`src/rtl/mem_lsu_queue.sv`:
```
// rtl/mem_lsu_queue.sv - in-order load/store queue issuing one op at a time to the dcache
module mem_lsu_queue #(
    parameter int NUM_LANES   = 2,
    parameter int QUEUE_DEPTH = 4,
    parameter int TAG_W       = 32
) (
    input  logic                       clk,
    input  logic                       reset,
    input  logic                       flush,
    input  logic [NUM_LANES-1:0]       in_valid,
    output logic                       in_ready,
    input  logic [NUM_LANES-1:0]       in_we,
    input  logic [NUM_LANES*32-1:0]    in_addr,
    input  logic [NUM_LANES*2-1:0]     in_size,
    input  logic [NUM_LANES-1:0]       in_unsigned,
    input  logic [NUM_LANES*32-1:0]    in_wdata,
    input  logic [NUM_LANES*TAG_W-1:0] in_tag,
    output logic                       dc_req_valid,
    input  logic                       dc_req_ready,
    output logic                       dc_req_we,
    output logic [31:0]                dc_req_addr,
    output logic [3:0]                 dc_req_wstrb,
    output logic [31:0]                dc_req_wdata,
    input  logic                       dc_resp_valid,
    input  logic [31:0]                dc_resp_rdata,
    output logic                       res_valid,
    input  logic                       res_ready,
    output logic [31:0]                res_data,
    output logic [TAG_W-1:0]           res_tag,
    output logic                       res_ale
);
    localparam int PW = (QUEUE_DEPTH > 1) ? $clog2(QUEUE_DEPTH) : 1;
    localparam int CW = $clog2(QUEUE_DEPTH + 1);

    typedef enum logic [2:0] {S_IDLE, S_REQ, S_WAIT, S_DONE, S_DRAIN} state_t;

    state_t        state;
    logic [PW-1:0] head;
    logic [PW-1:0] tail;
    logic [CW-1:0] count;

    logic             q_we    [QUEUE_DEPTH];
    logic [31:0]      q_addr  [QUEUE_DEPTH];
    logic [1:0]       q_size  [QUEUE_DEPTH];
    logic             q_uns   [QUEUE_DEPTH];
    logic [31:0]      q_wdata [QUEUE_DEPTH];
    logic [TAG_W-1:0] q_tag   [QUEUE_DEPTH];
    logic             q_ale   [QUEUE_DEPTH];

    function automatic logic misaligned(input logic [1:0] size, input logic [1:0] a);
        if (size == 2'd1)
            return a[0];
        else if (size[1])
            return a != 2'b00;
        else
            return 1'b0;
    endfunction

    // Free slots are judged before any pop in the same cycle.
    logic [CW-1:0] free_slots;
    logic          do_enq;
    logic [CW-1:0] n_valid;
    logic [PW-1:0] slot [NUM_LANES];

    assign free_slots = CW'(QUEUE_DEPTH) - count;
    assign in_ready   = (free_slots >= CW'(NUM_LANES)) && !flush;
    assign do_enq     = in_ready && (|in_valid);

    always_comb begin
        n_valid = '0;
        for (int i = 0; i < NUM_LANES; i++) begin
            slot[i] = tail + PW'(n_valid);
            n_valid = n_valid + CW'(in_valid[i]);
        end
    end

    always_ff @(posedge clk) begin
        for (int i = 0; i < NUM_LANES; i++) begin
            if (do_enq && in_valid[i]) begin
                q_we[slot[i]]    <= in_we[i];
                q_addr[slot[i]]  <= in_addr[32*i +: 32];
                q_size[slot[i]]  <= in_size[2*i +: 2];
                q_uns[slot[i]]   <= in_unsigned[i];
                q_wdata[slot[i]] <= in_wdata[32*i +: 32];
                q_tag[slot[i]]   <= in_tag[TAG_W*i +: TAG_W];
                q_ale[slot[i]]   <= misaligned(in_size[2*i +: 2], in_addr[32*i +: 2]);
            end
        end
    end

    logic             h_valid;
    logic             h_we;
    logic [31:0]      h_addr;
    logic [1:0]       h_size;
    logic             h_uns;
    logic [31:0]      h_wdata;
    logic [TAG_W-1:0] h_tag;
    logic             h_ale;

    assign h_valid = count != '0;
    assign h_we    = q_we[head];
    assign h_addr  = q_addr[head];
    assign h_size  = q_size[head];
    assign h_uns   = q_uns[head];
    assign h_wdata = q_wdata[head];
    assign h_tag   = q_tag[head];
    assign h_ale   = q_ale[head];

    logic [3:0]  strb;
    logic [31:0] wd_rep;
    logic [31:0] shifted;
    logic [31:0] load_val;

    always_comb begin
        strb     = 4'b1111;
        wd_rep   = h_wdata;
        shifted  = dc_resp_rdata >> {h_addr[1:0], 3'b000};
        load_val = shifted;
        case (h_size)
            2'd0: begin
                strb     = 4'b0001 << h_addr[1:0];
                wd_rep   = {4{h_wdata[7:0]}};
                load_val = {{24{shifted[7] & ~h_uns}}, shifted[7:0]};
            end
            2'd1: begin
                strb     = 4'b0011 << h_addr[1:0];
                wd_rep   = {2{h_wdata[15:0]}};
                load_val = {{16{shifted[15] & ~h_uns}}, shifted[15:0]};
            end
            default: ;
        endcase
    end

    // Request fields are forced to zero outside REQ so idle outputs stay clean.
    assign dc_req_valid = state == S_REQ;
    assign dc_req_we    = dc_req_valid && h_we;
    assign dc_req_addr  = dc_req_valid ? {h_addr[31:2], 2'b00} : 32'd0;
    assign dc_req_wstrb = dc_req_valid ? strb : 4'd0;
    assign dc_req_wdata = (dc_req_valid && h_we) ? wd_rep : 32'd0;

    logic pop;
    assign pop = (state == S_DONE) && res_ready;

    always_ff @(posedge clk or posedge reset) begin
        if (reset) begin
            state     <= S_IDLE;
            head      <= '0;
            tail      <= '0;
            count     <= '0;
            res_valid <= 1'b0;
            res_data  <= '0;
            res_tag   <= '0;
            res_ale   <= 1'b0;
        end else if (flush) begin
            head      <= '0;
            tail      <= '0;
            count     <= '0;
            res_valid <= 1'b0;
            // A request still owed a response must have that response swallowed.
            if (state == S_WAIT || state == S_DRAIN)
                state <= dc_resp_valid ? S_IDLE : S_DRAIN;
            else if (state == S_REQ && dc_req_ready)
                state <= S_DRAIN;
            else
                state <= S_IDLE;
        end else begin
            if (do_enq)
                tail <= tail + PW'(n_valid);
            if (pop)
                head <= head + PW'(1);
            count <= count + (do_enq ? n_valid : CW'(0)) - CW'(pop);
            case (state)
                S_IDLE: begin
                    if (h_valid) begin
                        if (h_ale) begin
                            state     <= S_DONE;
                            res_valid <= 1'b1;
                            res_data  <= '0;
                            res_tag   <= h_tag;
                            res_ale   <= 1'b1;
                        end else begin
                            state <= S_REQ;
                        end
                    end
                end
                S_REQ: if (dc_req_ready) state <= S_WAIT;
                S_WAIT: begin
                    if (dc_resp_valid) begin
                        state     <= S_DONE;
                        res_valid <= 1'b1;
                        res_data  <= h_we ? 32'd0 : load_val;
                        res_tag   <= h_tag;
                        res_ale   <= 1'b0;
                    end
                end
                S_DONE: begin
                    if (res_ready) begin
                        state     <= S_IDLE;
                        res_valid <= 1'b0;
                    end
                end
                S_DRAIN: if (dc_resp_valid) state <= S_IDLE;
                default: state <= S_IDLE;
            endcase
        end
    end
endmodule

```
`config.mk`:
```
export PLATFORM = sky130hd
export DESIGN_NAME = mem_lsu_queue
export DESIGN_NICKNAME = d
export VERILOG_FILES = /design/src/rtl/mem_lsu_queue.sv
export SDC_FILE = /design/constraint.sdc
export NUM_CORES = 1
export LEC_CHECK = 0
export ABC_CLOCK_PERIOD_IN_PS = 12200
export BUFFER_PORTS_ARGS = -buffer_cell sky130_fd_sc_hd__buf_2
export CAP_MARGIN = 20
export CELL_PAD_IN_SITES_DETAIL_PLACEMENT = 0
export CELL_PAD_IN_SITES_GLOBAL_PLACEMENT = 1
export CORE_ASPECT_RATIO = 1.4
export CORE_MARGIN = 2
export CORE_UTILIZATION = 40
export DETAILED_ROUTE_END_ITERATION = 10
export GPL_ROUTABILITY_DRIVEN = 0
export PLACE_DENSITY = 0.69
export SYNTH_ARGS = -nofsm -noshare
export SYNTH_HDL_FRONTEND = slang
export SYNTH_SLANG_ARGS = --single-unit
```
`constraint.sdc`:
```
create_clock -name clk -period 12.2 [get_ports clk]
set_input_delay 2.44 -clock clk [delete_from_list [all_inputs] [get_ports clk]]
set_output_delay 2.44 -clock clk [all_outputs]
set_load 0.05 [all_outputs]
```
==> results.yml <==
status:
  status: "finished clean"
sta:
  fin_crit_ns: 7.05
  max_slew.worst_pin.slew_ns: 1.14
  slew_viol_final: 0
  tns_ns: 0
  hold_violations: 0
  post-route-period-util_pct: 57.8
  timing.hold.ws_ns: 0.499
  grt_setup_unrepaired: "false"
  relSlewSlack_pct: 24.2
  clock_skew_ns: 0.0207
  setup_viol: 0
  fmax_ghz: 0.142
clocking:
  clk_pin_slew_worst_paths_ns: 0.06
  postCtsHoldBufs: 0
  cts_buffers: 51
  clock_path_buffers: 3
  cts-htree-levels: 2
  clk_latency_ns: 0.60
  clockRootBuffer: "clkbuf_16"
  cts_resized: 0
  clock-sinks: 480
  cts_tree: "done"
  cts_setup_buffers: 0
critical_path:
  crit_path_max_fanout: 56
  max_stage_delay_ns: 1.01
  cp-start-kind: "register"
  crit_top_cell: "a21oi_1"
  reg2regPathDepth: 8
  worst-endpoint-required_ns: 9.76
  cp-end-kind: "output port"
  path_cells: "buf_4 > mux4_2 > nor2b_1 > a21oi_1 > a21oi_1 > buf_2"
  cpMaxStageDelayCell: "dfrtp_4"
  critPathArrivalTime_ns: 4.61
  path_class: "register to output port"
cells_and_area:
  post-route-util_pct: 47.3
  fill_cells: 5193
  nNetsFinal: 2042
  drive_gt1_share_pct: 56.1
  ff_latch_area_um2: 14000
  multi_input_area_um2: 9460
  area_growth_pct: 17.4
logic_synthesis:
  synth_edf_count: 404
  yosys_warnings: 0
  ys_seq_elements: 480
  syn_inst: 1443
  synth_compound_area_share_pct: 2.72
  synth_largest_area_cell: "edfxtp_1"
  synth-xor-area-share_pct: 0.292
  synthAdderAreaFrac_pct: 0.605
  synth_flop_cell: "edfxtp_1"
  synth_top_family_by_area: "multiplexers"
  yosysTopAreaCellShare_pct: 50.6
  synthesis.area_um2: 24000
  synthSimpleGateAreaFrac_pct: 3.30
  synth_most_common_cell: "mux2_2"
  async_flop_share_pct: 15.8
  synthTopCellsByArea: "edfxtp_1, mux2_2, mux4_2"
  synth.distinct_cells: 52
  syn-mean-instance-area_um2: 16.6
  seq_area_frac_synth_pct: 58.5
  ys_top_cells_by_count: "mux2_2, edfxtp_1, mux4_2"
  synthMuxAreaShare_pct: 32.2
global_route:
  grt_pass1_wl_mm: 99.8
  grt_max_degree: 66
  grt_pass1_vias: 15410
  grt_use_total_pct: 21.8
  grt_overflow: 0
  antenna_found_initial: 26
floorplanning:
  start_util_pct: 40.3
  design.core.area_um2: 59500
  pin_count: 377
  die_width_um: 211
  std_cell_rows: 106
  die-area_um2: 62000
  die_y_um: 294
detailed_routing:
  routed_wirelength_mm: 67.6
  vias: 14307
  wl_per_cell_um: 26.0
  ant_nets: 0
  drtPass1Iterations: 5
  via_per_inst: 5.50
  drt_iter0_markers: 838
  drc_errors: 0
power:
  peakVddDrop_uv: 121
  seq_power_share_pct: 40.5
  power.density_nw_per_um2: 197
  internal-power_mw: 3.59
  p_leak_nw: 10.6
  p_clk_share_pct: 27.3
  p_switching_mw: 1.96
  p_comb_share_pct: 32.3
  switching_share_pct: 35.4
place:
  dp_hpwl_mm: 42.2
  io_buffer_count: 374
flow_run:
  cap_violations: 0
hold_path:
  hold_class: "register to register"
  hold_depth: 1
==> power groups by stage <==
stage / sequential [mW] / clock [mW] / combinational, mW
2_1_floorplan: 2.63 / 0 / 0.974
3_3_place_gp: 2.27 / 0 / 1.80
3_5_place_dp: 2.28 / 0 / 1.81
4_1_cts: 2.25 / 1.56 / 1.82
5_1_grt: 2.27 / 1.61 / 1.90
6_report: 2.24 / 1.51 / 1.79
==> cell usage in the layout (no fill, tap or decap), types with 3 or more instances in the layout <==
master and count:
buf_4 21, ha_1 10, buf_2 374, a22oi_1 24
nor2b_1 5, clkbuf_16 52, nor3_1 3, clkbuf_8 6
xor2_1 3, nand3_1 5, diode_2 15, mux4_2 101
nand2_1 43, edfxtp_1 404, a211oi_1 9, clkbuf_1 11
and3_1 9, mux2_4 17, o2bb2ai_1 7, o21ai_1 6
a22o_1 8, clkinv_1 10, a21oi_1 12, o21ai_0 8
mux2i_1 42, nor2_1 43, dfrtp_1 74, and2_1 31
mux2_2 424, clkinv_2 6, xnor2_1 5, inv_1 14
==> worst max-delay path: cells and delay by family (launching register included) <==
| family | cells | cell delay, ns |
|---|---|---|
| muxes | 1 | 0.89 |
| and+or+nand+nor | 1 | 0.56 |
| DFF | 1 | 1.01 |
| buffers and inverters | 2 | 1.17 |
| AOI/OAI and AO/OA | 2 | 0.34 |
==> path summary, 6_finish.rpt <==
kind | from | end | slack, ns
setup / recovery | head[1] | dc_req_wstrb[2] | 5.15
max in group asynchronous | reset | head[1] | 9.11
min in group asynchronous | reset | res_data[1] | 1.77
hold reg to reg | res_tag[17] | res_tag[17] | 0.50
hold / removal | res_tag[17] | res_tag[17] | 0.50
setup reg to reg | count[0] | q_wdata[0][30] | 7.92
==> routing by layer <==
| layer | wire (um) | global-route usage [%] | vias to the layer above |
|---|---|---|---|
| met3 | 3820 | 4.57 | 125 |
| li1 | - | - | 6427 |
| met5 | 104 | 0 | - |
| met4 | 2530 | 8.74 | 18 |
| met1 | 26500 | 26.2 | 7326 |
| met2 | 34700 | 38.0 | 411 |
==> sequential cells by signal (all words and copies together) (netlist names) <==
name / cells
res_tag: 32
q_uns: 4
q_addr: 128
q_we: 4
res_data: 32
q_tag: 128
q_size: 8
q_ale: 4
res_valid: 1
count: 3
head: 2
q_wdata: 128
tail: 2
res_ale: 1
state: 3
==> kinds of logic (layout without fill, tap and decap cells) <==
logic type	Yosys count	in the layout
AOI/OAI and AO/OA	89	89
xor gates and xnor gates	8	8
adders and majority gates	11	11
buffers and inverters	116	501
DFF	480	480
muxes	585	585
other	1	17
and+or+nand+nor	153	153
==> stage by stage <==
| step | power [mW] | instance area, um^2 | instances | worst slack (ns) |
|---|---|---|---|---|
| floorplan | 3.60 | 24000 | 1444 | 1.20 |
| global placement | 4.07 | 26500 | 2494 | 5.81 |
| detailed placement | 4.09 | 26500 | 2494 | 5.71 |
| CTS | 5.63 | 28100 | 2585 | 5.05 |
| global route | 5.78 | 28200 | 2599 | 4.80 |
| finish | 5.55 | 28200 | 2600 | 5.15 |
==> cell type report <==
| cell class | count | share of cell area [%] |
|---|---|---|
| multi-input cells | 848 | 33.6 |
| repair buffers | 395 | 7.20 |
| inverters | 15 | 0.204 |
| flip-flops and latches | 480 | 49.8 |
| clock buffers | 69 | 5.06 |
| well taps | 756 | 3.36 |
| clock inverters | 22 | 0.613 |
| diodes | 15 | 0.133 |
(Power assumes the default switching activity.)
